<file path="config.mk">
export PLATFORM = sky130hd
export DESIGN_NAME = mhd_sweep_ctrl
export DESIGN_NICKNAME = d
export VERILOG_FILES = /design/src/rtl/mhd_pkg.sv /design/src/rtl/mhd_popcount.sv /design/src/rtl/mhd_sweep_ctrl.sv
export SDC_FILE = /design/constraint.sdc
export NUM_CORES = 1
export LEC_CHECK = 0
export CAP_MARGIN = 20
export CORE_ASPECT_RATIO = 0.75
export CORE_UTILIZATION = 52
export CTS_BUF_LIST = sky130_fd_sc_hd__clkbuf_4 sky130_fd_sc_hd__clkbuf_8 sky130_fd_sc_hd__clkbuf_16
export CTS_CLUSTER_SIZE = 14
export DETAILED_ROUTE_END_ITERATION = 10
export PLACE_DENSITY = 0.85
export SYNTH_ARGS = -nofsm -noshare
export SYNTH_HDL_FRONTEND = slang
export SYNTH_HIERARCHICAL = 1
export SYNTH_SLANG_ARGS = --single-unit
</file>
<file path="constraint.sdc">
create_clock -name clk -period 8 [get_ports clk]
set_input_delay 1.6 -clock clk [delete_from_list [all_inputs] [get_ports clk]]
set_output_delay 1.6 -clock clk [all_outputs]
set_load 0.005 [all_outputs]
</file>
<file path="src/rtl/mhd_pkg.sv">
// Shared types and helpers for the Hamming-distance sweep controller.
package mhd_pkg;

  typedef enum logic [1:0] {
    ST_IDLE  = 2'd0,
    ST_RUN   = 2'd1,
    ST_DRAIN = 2'd2,
    ST_DONE  = 2'd3
  } sweep_state_t;

  // Bits needed to hold a Hamming distance of 0..out_w.
  function automatic int hd_width(input int out_w);
    return $clog2(out_w + 1);
  endfunction

endpackage

</file>
<file path="src/rtl/mhd_popcount.sv">
// S1 of the result pipeline: registers popcount(exact ^ approx) together with its result index.
module mhd_popcount
  import mhd_pkg::*;
#(
  parameter int OUT_W = 8,
  parameter int IDX_W = 3
) (
  input  logic                          clk_i,
  input  logic                          rst_i,
  input  logic                          valid_i,
  input  logic [OUT_W-1:0]              exact_i,
  input  logic [OUT_W-1:0]              approx_i,
  input  logic [IDX_W-1:0]              idx_i,
  output logic                          valid_o,
  output logic [hd_width(OUT_W)-1:0]    hd_o,
  output logic [IDX_W-1:0]              idx_o
);

  localparam int HD_W = hd_width(OUT_W);

  logic            valid_q;
  logic [HD_W-1:0] hd_d, hd_q;
  logic [IDX_W-1:0] idx_q;

  always_comb begin
    hd_d = '0;
    for (int i = 0; i < OUT_W; i++) hd_d = hd_d + HD_W'(exact_i[i] ^ approx_i[i]);
  end

  always_ff @(posedge clk_i) begin
    if (rst_i) begin
      valid_q <= 1'b0;
      hd_q    <= '0;
      idx_q   <= '0;
    end else begin
      valid_q <= valid_i;
      hd_q    <= hd_d;
      idx_q   <= idx_i;
    end
  end

  assign valid_o = valid_q;
  assign hd_o    = hd_q;
  assign idx_o   = idx_q;

endmodule

</file>
<file path="src/rtl/mhd_sweep_ctrl.sv">
// Sweeps all input vectors through an exact/approx pair and tracks Hamming-distance violations.
// Optional MHD_STOP_ON_FAIL_EN: end the sweep at the first violation.
module mhd_sweep_ctrl
  import mhd_pkg::*;
#(
  parameter int IN_W  = 3,
  parameter int OUT_W = 8,
  parameter int MHD   = 4
) (
  input  logic                       clk,
  input  logic                       rst,
  input  logic                       start,
  output logic                       busy,
  output logic                       done,
  output logic                       vec_valid,
  input  logic                       vec_ready,
  output logic [IN_W-1:0]            vec_data,
  input  logic                       res_valid,
  input  logic [OUT_W-1:0]           res_exact,
  input  logic [OUT_W-1:0]           res_approx,
  output logic [IN_W:0]              err_cnt,
  output logic [hd_width(OUT_W)-1:0] max_hd,
  output logic                       fail_seen,
  output logic [IN_W-1:0]            first_fail_vec
);

  localparam int               HD_W    = hd_width(OUT_W);
  localparam logic [IN_W-1:0]  LAST    = '1;
  localparam logic [IN_W:0]    ERR_MAX = {1'b1, {IN_W{1'b0}}};

  sweep_state_t    state_q, state_d;
  logic [IN_W-1:0] vec_q, vec_d, ridx_q, ridx_d, ffv_q, ffv_d;
  logic [IN_W:0]   err_q, err_d;
  logic [HD_W-1:0] maxhd_q, maxhd_d;
  logic            fail_q, fail_d;

  logic            s1_vld;
  logic [HD_W-1:0] s1_hd;
  logic [IN_W-1:0] s1_idx;
  logic            active, s2_vld, viol, stop, fire, launch;

  mhd_popcount #(.OUT_W(OUT_W), .IDX_W(IN_W)) u_s1 (
    .clk_i    (clk),
    .rst_i    (rst),
    .valid_i  (res_valid && active),
    .exact_i  (res_exact),
    .approx_i (res_approx),
    .idx_i    (ridx_q),
    .valid_o  (s1_vld),
    .hd_o     (s1_hd),
    .idx_o    (s1_idx)
  );

  assign active = (state_q == ST_RUN) || (state_q == ST_DRAIN);
  // S2 is gated by state so results still in flight after a stop are discarded.
  assign s2_vld = s1_vld && active;
  assign viol   = s2_vld && (int'(s1_hd) > MHD);
`ifdef MHD_STOP_ON_FAIL_EN
  assign stop   = viol;
`else
  assign stop   = 1'b0;
`endif
  assign vec_valid = (state_q == ST_RUN) && !stop;
  assign fire      = vec_valid && vec_ready;
  assign launch    = start && ((state_q == ST_IDLE) || (state_q == ST_DONE));

  always_comb begin
    state_d = state_q;
    vec_d   = vec_q;
    ridx_d  = ridx_q;
    err_d   = err_q;
    maxhd_d = maxhd_q;
    fail_d  = fail_q;
    ffv_d   = ffv_q;
    if (launch) begin
      state_d = ST_RUN;
      vec_d   = '0;
      ridx_d  = '0;
      err_d   = '0;
      maxhd_d = '0;
      fail_d  = 1'b0;
      ffv_d   = '0;
    end else begin
      // vec_q parks on LAST after the final transfer; vec_valid is already low by then.
      if (fire) begin
        if (vec_q == LAST) state_d = ST_DRAIN;
        else               vec_d   = vec_q + IN_W'(1);
      end
      if (res_valid && active) ridx_d = ridx_q + IN_W'(1);
      if (s2_vld) begin
        if (s1_hd > maxhd_q) maxhd_d = s1_hd;
        if (viol) begin
          if (err_q != ERR_MAX) err_d = err_q + (IN_W+1)'(1);
          if (!fail_q) begin
            fail_d = 1'b1;
            ffv_d  = s1_idx;
          end
        end
        if ((state_q == ST_DRAIN) && (s1_idx == LAST)) state_d = ST_DONE;
      end
      if (stop) state_d = ST_DONE;
    end
  end

  always_ff @(posedge clk) begin
    if (rst) begin
      state_q <= ST_IDLE;
      vec_q   <= '0;
      ridx_q  <= '0;
      err_q   <= '0;
      maxhd_q <= '0;
      fail_q  <= 1'b0;
      ffv_q   <= '0;
    end else begin
      state_q <= state_d;
      vec_q   <= vec_d;
      ridx_q  <= ridx_d;
      err_q   <= err_d;
      maxhd_q <= maxhd_d;
      fail_q  <= fail_d;
      ffv_q   <= ffv_d;
    end
  end

  assign busy           = active;
  assign done           = (state_q == ST_DONE);
  assign vec_data       = vec_q;
  assign err_cnt        = err_q;
  assign max_hd         = maxhd_q;
  assign fail_seen      = fail_q;
  assign first_fail_vec = ffv_q;

endmodule

</file>
Word level (Yosys, flattened, before mapping)
Index checks and enable logic that the tools add are counted.
{ "classes": {"addsub": 10, "magnitude_cmp": 2, "n_eq_ne": 6, "n_mux": 5, "bitwise_logic": 10, "reduce_logical": 15} }
{ "op_table": {"columns": ["operator", "count"], "rows": [
  ["4-bit adder", 7],
  ["2-bit 2-to-1 mux", 4],
  ["1-bit bitwise XOR", 8],
  ["3-bit by 1-bit adder with 3-bit output (second input constant)", 2],
  ["3-bit == test (second input constant)", 2],
  ["1-bit logical AND", 6],
  ["2-bit AND reduction", 3],
  ["3-bit AND reduction", 2],
  ["4-bit by 1-bit adder with 4-bit output (second input constant)", 1],
  ["2-bit == test (second input constant)", 2],
  ["4-bit by 3-bit > comparator with 1-bit output (second input constant)", 1],
  ["4-bit > comparator", 1],
  ["4-bit inequality test (second input constant)", 1],
  ["2-bit by 1-bit == test with 1-bit output (second input constant)", 1],
  ["2-bit logical NOT", 1],
  ["1-bit logical OR", 2],
  ["1-bit NOT", 2],
  ["2-bit OR reduction", 1],
  ["1-bit 2-to-1 mux", 1]
]} }
{ "totals": {"register_bits": 28} }

Longest topological paths before layout
Gate-level depths: netlist of run 1.
{ "depth": {"depth_word": 8, "ltp_mapped": 12, "mapped_depth_nobuf": 12} }

By module
Netlist of run 1, hierarchy kept.
{ "by_module_without_submodules": {"columns": ["mod", "instances", "cells_each", "area_each_um2", "seq_area_each_um2"], "rows": [
  ["mhd_sweep_ctrl", 1, 116, 1081.0, 400.4],
  ["mhd_popcount", 1, 40, 439.2, 160.2]
]} }

Least setup slack after synthesis of run 1
Ideal clock, no wire load.
{ "synth_timing": {"kind": "input port to flip-flop", "startpoint": "input res_exact[0]", "endpoint": "register u_s1.hd_q[2], in the netlist u_s1/hd_o[2]", "setup_ns": 0.114, "arrival_time_ns": 4.123, "required_ns": 7.886, "setup_slack_ns": 3.763, "cell_stages": 12, "path_buffers": 0, "path_cell_list": "xnor2_1 fa_1 inv_1 fa_1 inv_1 fa_1 inv_1 ha_1 inv_1 fa_1 xor2_1 nor2_1"} }
{ "synth_between": {"elab_chain_len": 8} }
{ "synth_rtl": {"columns": ["item", "line_no", "source"], "rows": [
  ["start: declaration", "mhd_sweep_ctrl.sv:19", "input logic [OUT_W-1:0] res_exact,"],
  ["1-bit bitwise XOR", "mhd_popcount.sv:27", "for (int i = 0; i < OUT_W; i++) hd_d = hd_d + HD_W'(exact_i[i] ^ approx_i[i]);"],
  ["4-bit adder (7 in series)", "mhd_popcount.sv:27", null],
  ["end signal: assignment", "mhd_popcount.sv:33", "hd_q <= '0;"],
  ["end signal: assignment", "mhd_popcount.sv:37", "hd_q <= hd_d;"],
  ["end: declaration", "mhd_popcount.sv:22", "logic [HD_W-1:0] hd_d, hd_q;"]
]} }
No other way between the ends.
A chain may end at the register's enable or synchronous reset.

Final worst setup path of run 1
Same ends and word-level chain as after synthesis.

==> run summary, run 1 <==
• 0.00152 mm^2 — netlist area before placement
• 0.28 ns — clock latency reported for the late side of the worst-skew pair
• 0.458 ns — Hold Worst Slack
• 0.0461 — mux cell area share after synthesis
• 232 — non-filler instance count after layout
• 2 — number of buffers on the longest clock path
• 0.369 — post-synthesis sequential area ratio
• 13.5 um — average wire length per cell after detail routing
• 0 — antenna violations before repair
• 32 — count of different cell masters after synthesis
• 0.779 nW — total leakage power
• 221 MHz — Highest Clock Rate
• 0 — Fin. Hold Viols
• 2.52 mm — dpl hpwl
• 0 — number of flops mapped to enable cells by yosys
• 0.0714 — share of cells above drive strength 1
• flip-flop to flip-flop — min-delay worst type
• 0 — DRC Markers
• 0.369 — proportion of netlist area held by the largest area contributor
• 0.0156 ns — Final Skew
• 0.565 — post-route clock period utilization
• 0 — Final Max Tran Viols
• 237 — number of nets in the finished design
• 4.52 ns — shortest period the worst path allows
• 0.111 — synthesized-area fraction occupied by ao, oa, aoi and oai cells
• 38 — total of buffers placed on input and output ports
• 6.22 ns — setup slack on the worst flop-to-flop path
• 228 — Placed Cells
• 0.229 — GRT Util Overall
• adder cells — combinational family with the most area after synthesis
• first_fail_vec[2] — beginning of the worst hold path
• fa_1 — cell at the slowest stage of the critical path
• 3.14 mm — routed wire length
• 17 — largest net degree at the start of global routing
• 2 — number of cells traversed by the worst hold path
• clkdlybuf4s50_1, xnor2_1, fa_1, inv_1, fa_1, inv_1, fa_1, inv_1, ha_1, inv_1, fa_1, xor2_1, nor2_1 — Critical Path, Cell by Cell
• 28 — Yosys reg bits
• 64.4 um — Die W
• 5.16 — average via count per standard cell
• 0 ns — TNS Setup
• 0.161 — area fraction in and, or, nand and nor cells after synthesis
• adder cells — family with the most delay on the worst path
• dfxtp_1 — most frequently used flop master after synthesis
• 0 — cts repair resizes
• 185 mW/mm^2 — power per standard cell area
• 105 uV — peak ir drop on the vdd network
• flip-flop — Critical Path End Type
• 0.10 ns — clock slew seen by the registers of the worst setup and hold paths
• 0.00315 mm^2 — die footprint
• 28 — Clock Sinks
• 0.567 — Initial Utilization
• 0 — CTS Hold Bufs
• 0 — async set-reset flop share out of synthesis
• yes — TritonCTS clock tree
• false — RSZ-0062 raised after global routing
• 8.16 ns — data required time of the critical path
• primary input — category of the worst setup path launch point
• 48.8 um — Chip Height
• 0.485 ns — slew at the pin closest to its max-slew limit
• 0 — final setup violation count
• dfxtp_1 — post-synth top area cell
• 4.68 ns — Arrival @ worst endpoint
• 185 — Layout fillers
• 0.0864 — xor/xnor cell area share of the yosys netlist
• 16 — Cell Rows
• 0 — max-cap violations
• 1 — H-tree level count
• 6 — Yosys warning total
• 0.758 — final RePlAce weighted congestion
• dfxtp_1 37%, ha_1 12%, fa_1 5.3% — synth top area cells
• 0.00268 mm^2 — Core ar.
• clkbuf_8 — clock tree root buffer cell
• 31.9% — Area Overhead vs Synth
• 0 — GRT Residual Overflow
• dfxtp_1 — most common cell in the synthesized netlist
• max_hd[1] — Reg-to-Reg End
• 0 — antenna cell count
• completed — status
• 0 — antenna-violating nets left
• 4 — detailed-router iteration count before antenna repair
• 39 — top-level port count
• 0.176 — adder-cell share of the synthesized area
• 3 — Inserted Clock Buffers
• first_fail_vec[2] — endpoint of the worst hold path
• 1214 — number of global-route vias before repair
• 156 — Syn Inst Count
• 6 — Register-to-Register Path Depth
• state_q[0] — critical register-to-register path startpoint
• 1197 — total number of vias
• 9.74 um^2 — Post-Syn Area per Cell
• 196 — Post-Synthesis Net Count
• 0 — buffers inserted during post-CTS setup optimization
• 28 x dfxtp_1, 17 x inv_1, 15 x ha_1 — most numerous cell types in the synthesized netlist
• 0.676 — Slew HR
• 50 — number of DRC markers after the initial detailed-route iteration
• 0.54 ns — slowest stage delay, CP
• 5 — CP Buf/Inv Count
• 5.51 mm — first-pass GRT wire length
• primary input to flip-flop — category of the critical setup timing path
• 0.747 — Final Core Density
• 2 — highest net fanout along the worst path
## cell families (layout without fill, tap and decap cells)
family,count (synthesis),count (layout)
flip-flops,28,28
adder cells (fa/ha/maj),19,19
AND/OR/NAND/NOR,48,48
buffers and inverters,19,59
multiplexers,7,7
XOR/XNOR,15,15
AO/OA/AOI/OAI,20,20
## cells in the final DEF (no fill, tap or decap)
cell type,n
clkdlybuf4s50_1,38
dfxtp_1,28
inv_1,17
ha_1,15
nand2_1,14
nor2_1,13
xnor2_1,8
nand3_1,7
mux2i_1,7
xor2_1,7
nor2b_1,6
o21ai_1,4
a21oi_1,4
fa_1,4
clkbuf_8,3
nor2b_2,2
nand3b_1,2
a21oi_4,2
and3_1,1
a21o_2,1
a31oi_1,1
nand2b_4,1
a211oi_4,1
a211oi_2,1
o211ai_1,1
nand4_1,1
o21a_1,1
o2111ai_1,1
o211ai_2,1
o21ai_0,1
a22oi_1,1
bufinv_16,1
nor3b_2,1
## sequential cells by signal (all words and copies together) (netlist names)
| signal | count |
|---|---|
| ridx_q | 3 |
| vec_data | 3 |
| u_s1/hd_o | 4 |
| first_fail_vec | 3 |
| u_s1/idx_o | 3 |
| err_cnt | 4 |
| fail_seen | 1 |
| max_hd | 4 |
| state_q | 2 |
| u_s1/valid_o | 1 |
## per-stage QoR
step           instance area [um^2]  setup WS (ns)  power, mW
2_1_floorplan                  1520           3.76      0.232
3_3_place_gp                   1930           3.27      0.256
3_5_place_dp                   1930           3.16      0.264
4_1_cts                        2000           3.46      0.375
5_1_grt                        2000           3.28      0.395
6_report                       2000           3.48      0.372
## report_power, final
part / internal (mW) / switching [mW] / total, mW
combinational: 0.0489 / 0.0549 / 0.104
clock: 0.0670 / 0.0434 / 0.110
sequential: 0.148 / 0.00934 / 0.157
## final cells by class
| class | count | area (um^2) | area share |
|---|---|---|---|
| Sequential cell | 28 | 561 | 0.280 |
| Clock inverter | 1 | 30.0 | 0.0150 |
| Inverter | 17 | 63.8 | 0.0318 |
| Multi-Input combinational cell | 109 | 883 | 0.441 |
| Tap cell | 36 | 45.0 | 0.0225 |
| Timing Repair Buffer | 38 | 380 | 0.190 |
| Clock buffer | 3 | 41.3 | 0.0206 |
## routing by layer
metal,wire length [um],up-vias,global-route usage
met5,0,-,0
met4,13,0,0.0407
met3,92,2,0.0491
met2,1630,20,0.404
met1,1410,583,0.289
li1,-,592,-
## worst register-to-register path: cells and delay by family, from the launching register on
kind                       cells  cell delay, ns
adders and majority gates      1            0.42
buffers and inverters          1            0.06
and+or+nand+nor                2            0.39
AOI/OAI and AO/OA              1            0.22
DFF                            1            0.40
muxes                          1            0.22
## how the worst max path moves through the flow
stage	to	depth (start not counted)	slack, ns	from
floorplan	u_s1/hd_o[2]	12	3.76	res_exact[0]
global placement	u_s1/hd_o[2]	13	3.27	res_approx[0]
CTS	u_s1/hd_o[2]	13	3.46	res_exact[0]
finish	u_s1/hd_o[2]	13	3.48	res_exact[0]
detailed placement	u_s1/hd_o[2]	13	3.16	res_exact[0]
global route	u_s1/hd_o[2]	13	3.28	res_exact[0]
Power figures use the tool's default switching activity.
==> run 2, diff against run 1 <==
Settings changed: CORE_UTILIZATION 52 to 43, PLACE_DENSITY 0.85 to 0.75.
Clock period 8 ns to 4.1 ns, I/O delays scaled along.
==> run summary, run 2 (same netlist as run 1, synthesis figures left out) <==
• completed — status
• 0 — cts repair resizes, unchanged
• 18 — Cell Rows, +2
• 4.26 ns — data required time of the critical path, -3.90 ns
• 6 — Register-to-Register Path Depth, unchanged
• 0 — GRT Residual Overflow, unchanged
• 2.38 mm — dpl hpwl, -5.4%
• 0 — DRC Markers, unchanged
• 0.694 — Slew HR, +0.0180
• first_fail_vec[1] — beginning of the worst hold path
• 0.358 ns — fin worst setup slack, -3.12 ns
• 3 — Inserted Clock Buffers, unchanged
• yes — TritonCTS clock tree
• primary input — category of the worst setup path launch point
• 2.90 mm — routed wire length, -7.5%
• 0 ns — TNS Setup, unchanged
• 0 — antenna cell count, unchanged
• 0.00378 mm^2 — die footprint, +20%
• 0 — antenna-violating nets left, unchanged
• 4.84 — average via count per standard cell, -6.2%
• max_hd[3] — Reg-to-Reg End
• 0.456 — Initial Utilization, -0.111
• first_fail_vec[1] — endpoint of the worst hold path
• 187 uV — peak ir drop on the vdd network, +79%
• 4 — detailed-router iteration count before antenna repair, unchanged
• 0.458 ns — slew at the pin closest to its max-slew limit, -0.0270 ns
• 362 mW/mm^2 — power per standard cell area, +95%
• 32 — number of DRC markers after the initial detailed-route iteration, -36%
• 53.5 um — Chip Height, +9.6%
• primary input to flip-flop — category of the critical setup timing path
• met4 — highest routed metal layer
• 12.3 um — average wire length per cell after detail routing, -9.1%
• 237 — number of nets in the finished design, unchanged
• state_q[0] — critical register-to-register path startpoint
• 1.40 mm — wire length on met1, -0.71%
• 0 — Final Max Tran Viols, unchanged
• 2 — number of cells traversed by the worst hold path, unchanged
• 70.7 um — Die W, +9.7%
• 0 — buffers inserted during post-CTS setup optimization, unchanged
• 0.725 — final RePlAce weighted congestion, -4.3%
• 4.91 mm — first-pass GRT wire length, -11%
• 2 — highest net fanout along the worst path, unchanged
• 0 — max-cap violations, unchanged
• 0.0714 — share of cells above drive strength 1, unchanged
• 38 — total of buffers placed on input and output ports, unchanged
• 0 — antenna violations before repair, unchanged
• 0.0383 ns — pre-CTS setup slack, -3.12 ns
• false — RSZ-0062 raised after global routing
• 2 — number of buffers on the longest clock path, unchanged
• 17 — largest net degree at the start of global routing, unchanged
• 0.00333 mm^2 — Core ar., +24%
• 1.41 mm — wire length on met2, -13%
• 0.28 ns — clock latency reported for the late side of the worst-skew pair, about the same
• 3.90 ns — Arrival @ worst endpoint, -0.78 ns
• 1 — H-tree level count, unchanged
• 90 um — met3 wire length, -2.2%
• flip-flop to flip-flop — min-delay worst type
• 0.779 nW — total leakage power, unchanged
• 0 — Fin. Hold Viols, unchanged
• 0.00464 ns — Final Skew, -0.0109 ns
• 0.170 — GRT Util Overall, -0.0588
• flip-flop — Critical Path End Type
• 2.35 ns — setup slack on the worst flop-to-flop path, -3.87 ns
• 1091 — number of global-route vias before repair, -10%
• 28 — Clock Sinks, unchanged
• 32.2% — Area Overhead vs Synth
• 0.10 ns — clock slew seen by the registers of the worst setup and hold paths, about the same
• 0.913 — post-route clock period utilization
• 3.74 ns — shortest period the worst path allows
• 38 x clkdlybuf4s50_1, 28 x dfxtp_1, 17 x inv_1 — highest-count cells in the layout ignoring fill and taps
• 0 — CTS Hold Bufs, unchanged
• clkdlybuf4s50_1 — most common cell after layout, fill and taps aside
• 1142 — total number of vias, -4.6%
• clkbuf_8 — clock tree root buffer cell
• 39 — top-level port count, unchanged
• 267 MHz — Highest Clock Rate
• 0 — final setup violation count, unchanged
-- run 2: through the flow --
step | total power [mW] | hold WS (ns) | util | area (um^2) | instances
finish | 0.727 | 0.454 | 0.603 | 2010 | 236
global route | 0.774 | 0.494 | 0.603 | 2010 | 236
CTS | 0.732 | 0.458 | 0.603 | 2010 | 236
detailed placement | 0.516 | 0.445 | 0.581 | 1940 | 232
global placement | 0.500 | 0.438 | 0.581 | 1940 | 232
floorplan | 0.452 | 0.432 | - | 1520 | 156
-- run 2: power by group --
group,switching (mW),internal [mW]
combinational,0.105,0.0948
sequential,0.0183,0.289
clock,0.0885,0.131
-- run 2: cell type report --
cell class	instances	area (um^2)
Clock buffer	3	41.3
Clock inverter	1	30.0
Fill cell	280	1320
Inverter	17	63.8
Multi-Input combinational cell	109	883
Sequential cell	28	561
Tap cell	40	50.0
Timing Repair Buffer	38	380
-- run 2: worst max path at each step --
stage | slack [ns] | cells after the start | from | endpoint
2_1_floorplan | 0.64 | 12 | res_exact[0] | u_s1/hd_o[2]
3_3_place_gp | 0.16 | 13 | res_approx[0] | u_s1/hd_o[2]
3_5_place_dp | 0.04 | 13 | res_exact[0] | u_s1/hd_o[2]
4_1_cts | 0.33 | 13 | res_exact[0] | u_s1/hd_o[2]
5_1_grt | 0.24 | 13 | res_exact[0] | u_s1/hd_o[2]
6_report | 0.36 | 13 | res_exact[0] | u_s1/hd_o[2]
-- run 2: routing by layer --
metal / track usage / vias to the layer above
met2: 0.307 / 19
met5: 0 / -
met3: 0.0343 / 3
li1: - / 595
met1: 0.215 / 525
met4: 0.0300 / 0
-- run 2: worst max-delay path: stages --
cell and delay (ns):
clkdlybuf4s50_1 0.42, xnor2_1 0.15, fa_1 0.54, inv_1 0.06
fa_1 0.53, inv_1 0.06, fa_1 0.46, inv_1 0.07
ha_1 0.16, inv_1 0.05, fa_1 0.37, xor2_1 0.16
nor2_1 0.06
==> run 3, diff against run 2 <==
Settings changed: CORE_UTILIZATION 43 to 52, CTS_CLUSTER_SIZE 14 to unset, PLACE_DENSITY 0.75 to 0.85.
Clock period 4.1 ns to 4.76 ns, I/O delays scaled along.
==> results of run 3 <==
Same layout as run 1 (identical final DEF). Status: completed.
Main changes from that run: setup slack after placement 3.16 ns -> 0.570 ns; setup slack after layout 3.48 ns -> 0.890 ns; register-to-register setup slack 6.22 ns -> 2.98 ns; total power 0.372 mW -> 0.625 mW; worst IR drop on VDD 105 uV -> 176 uV
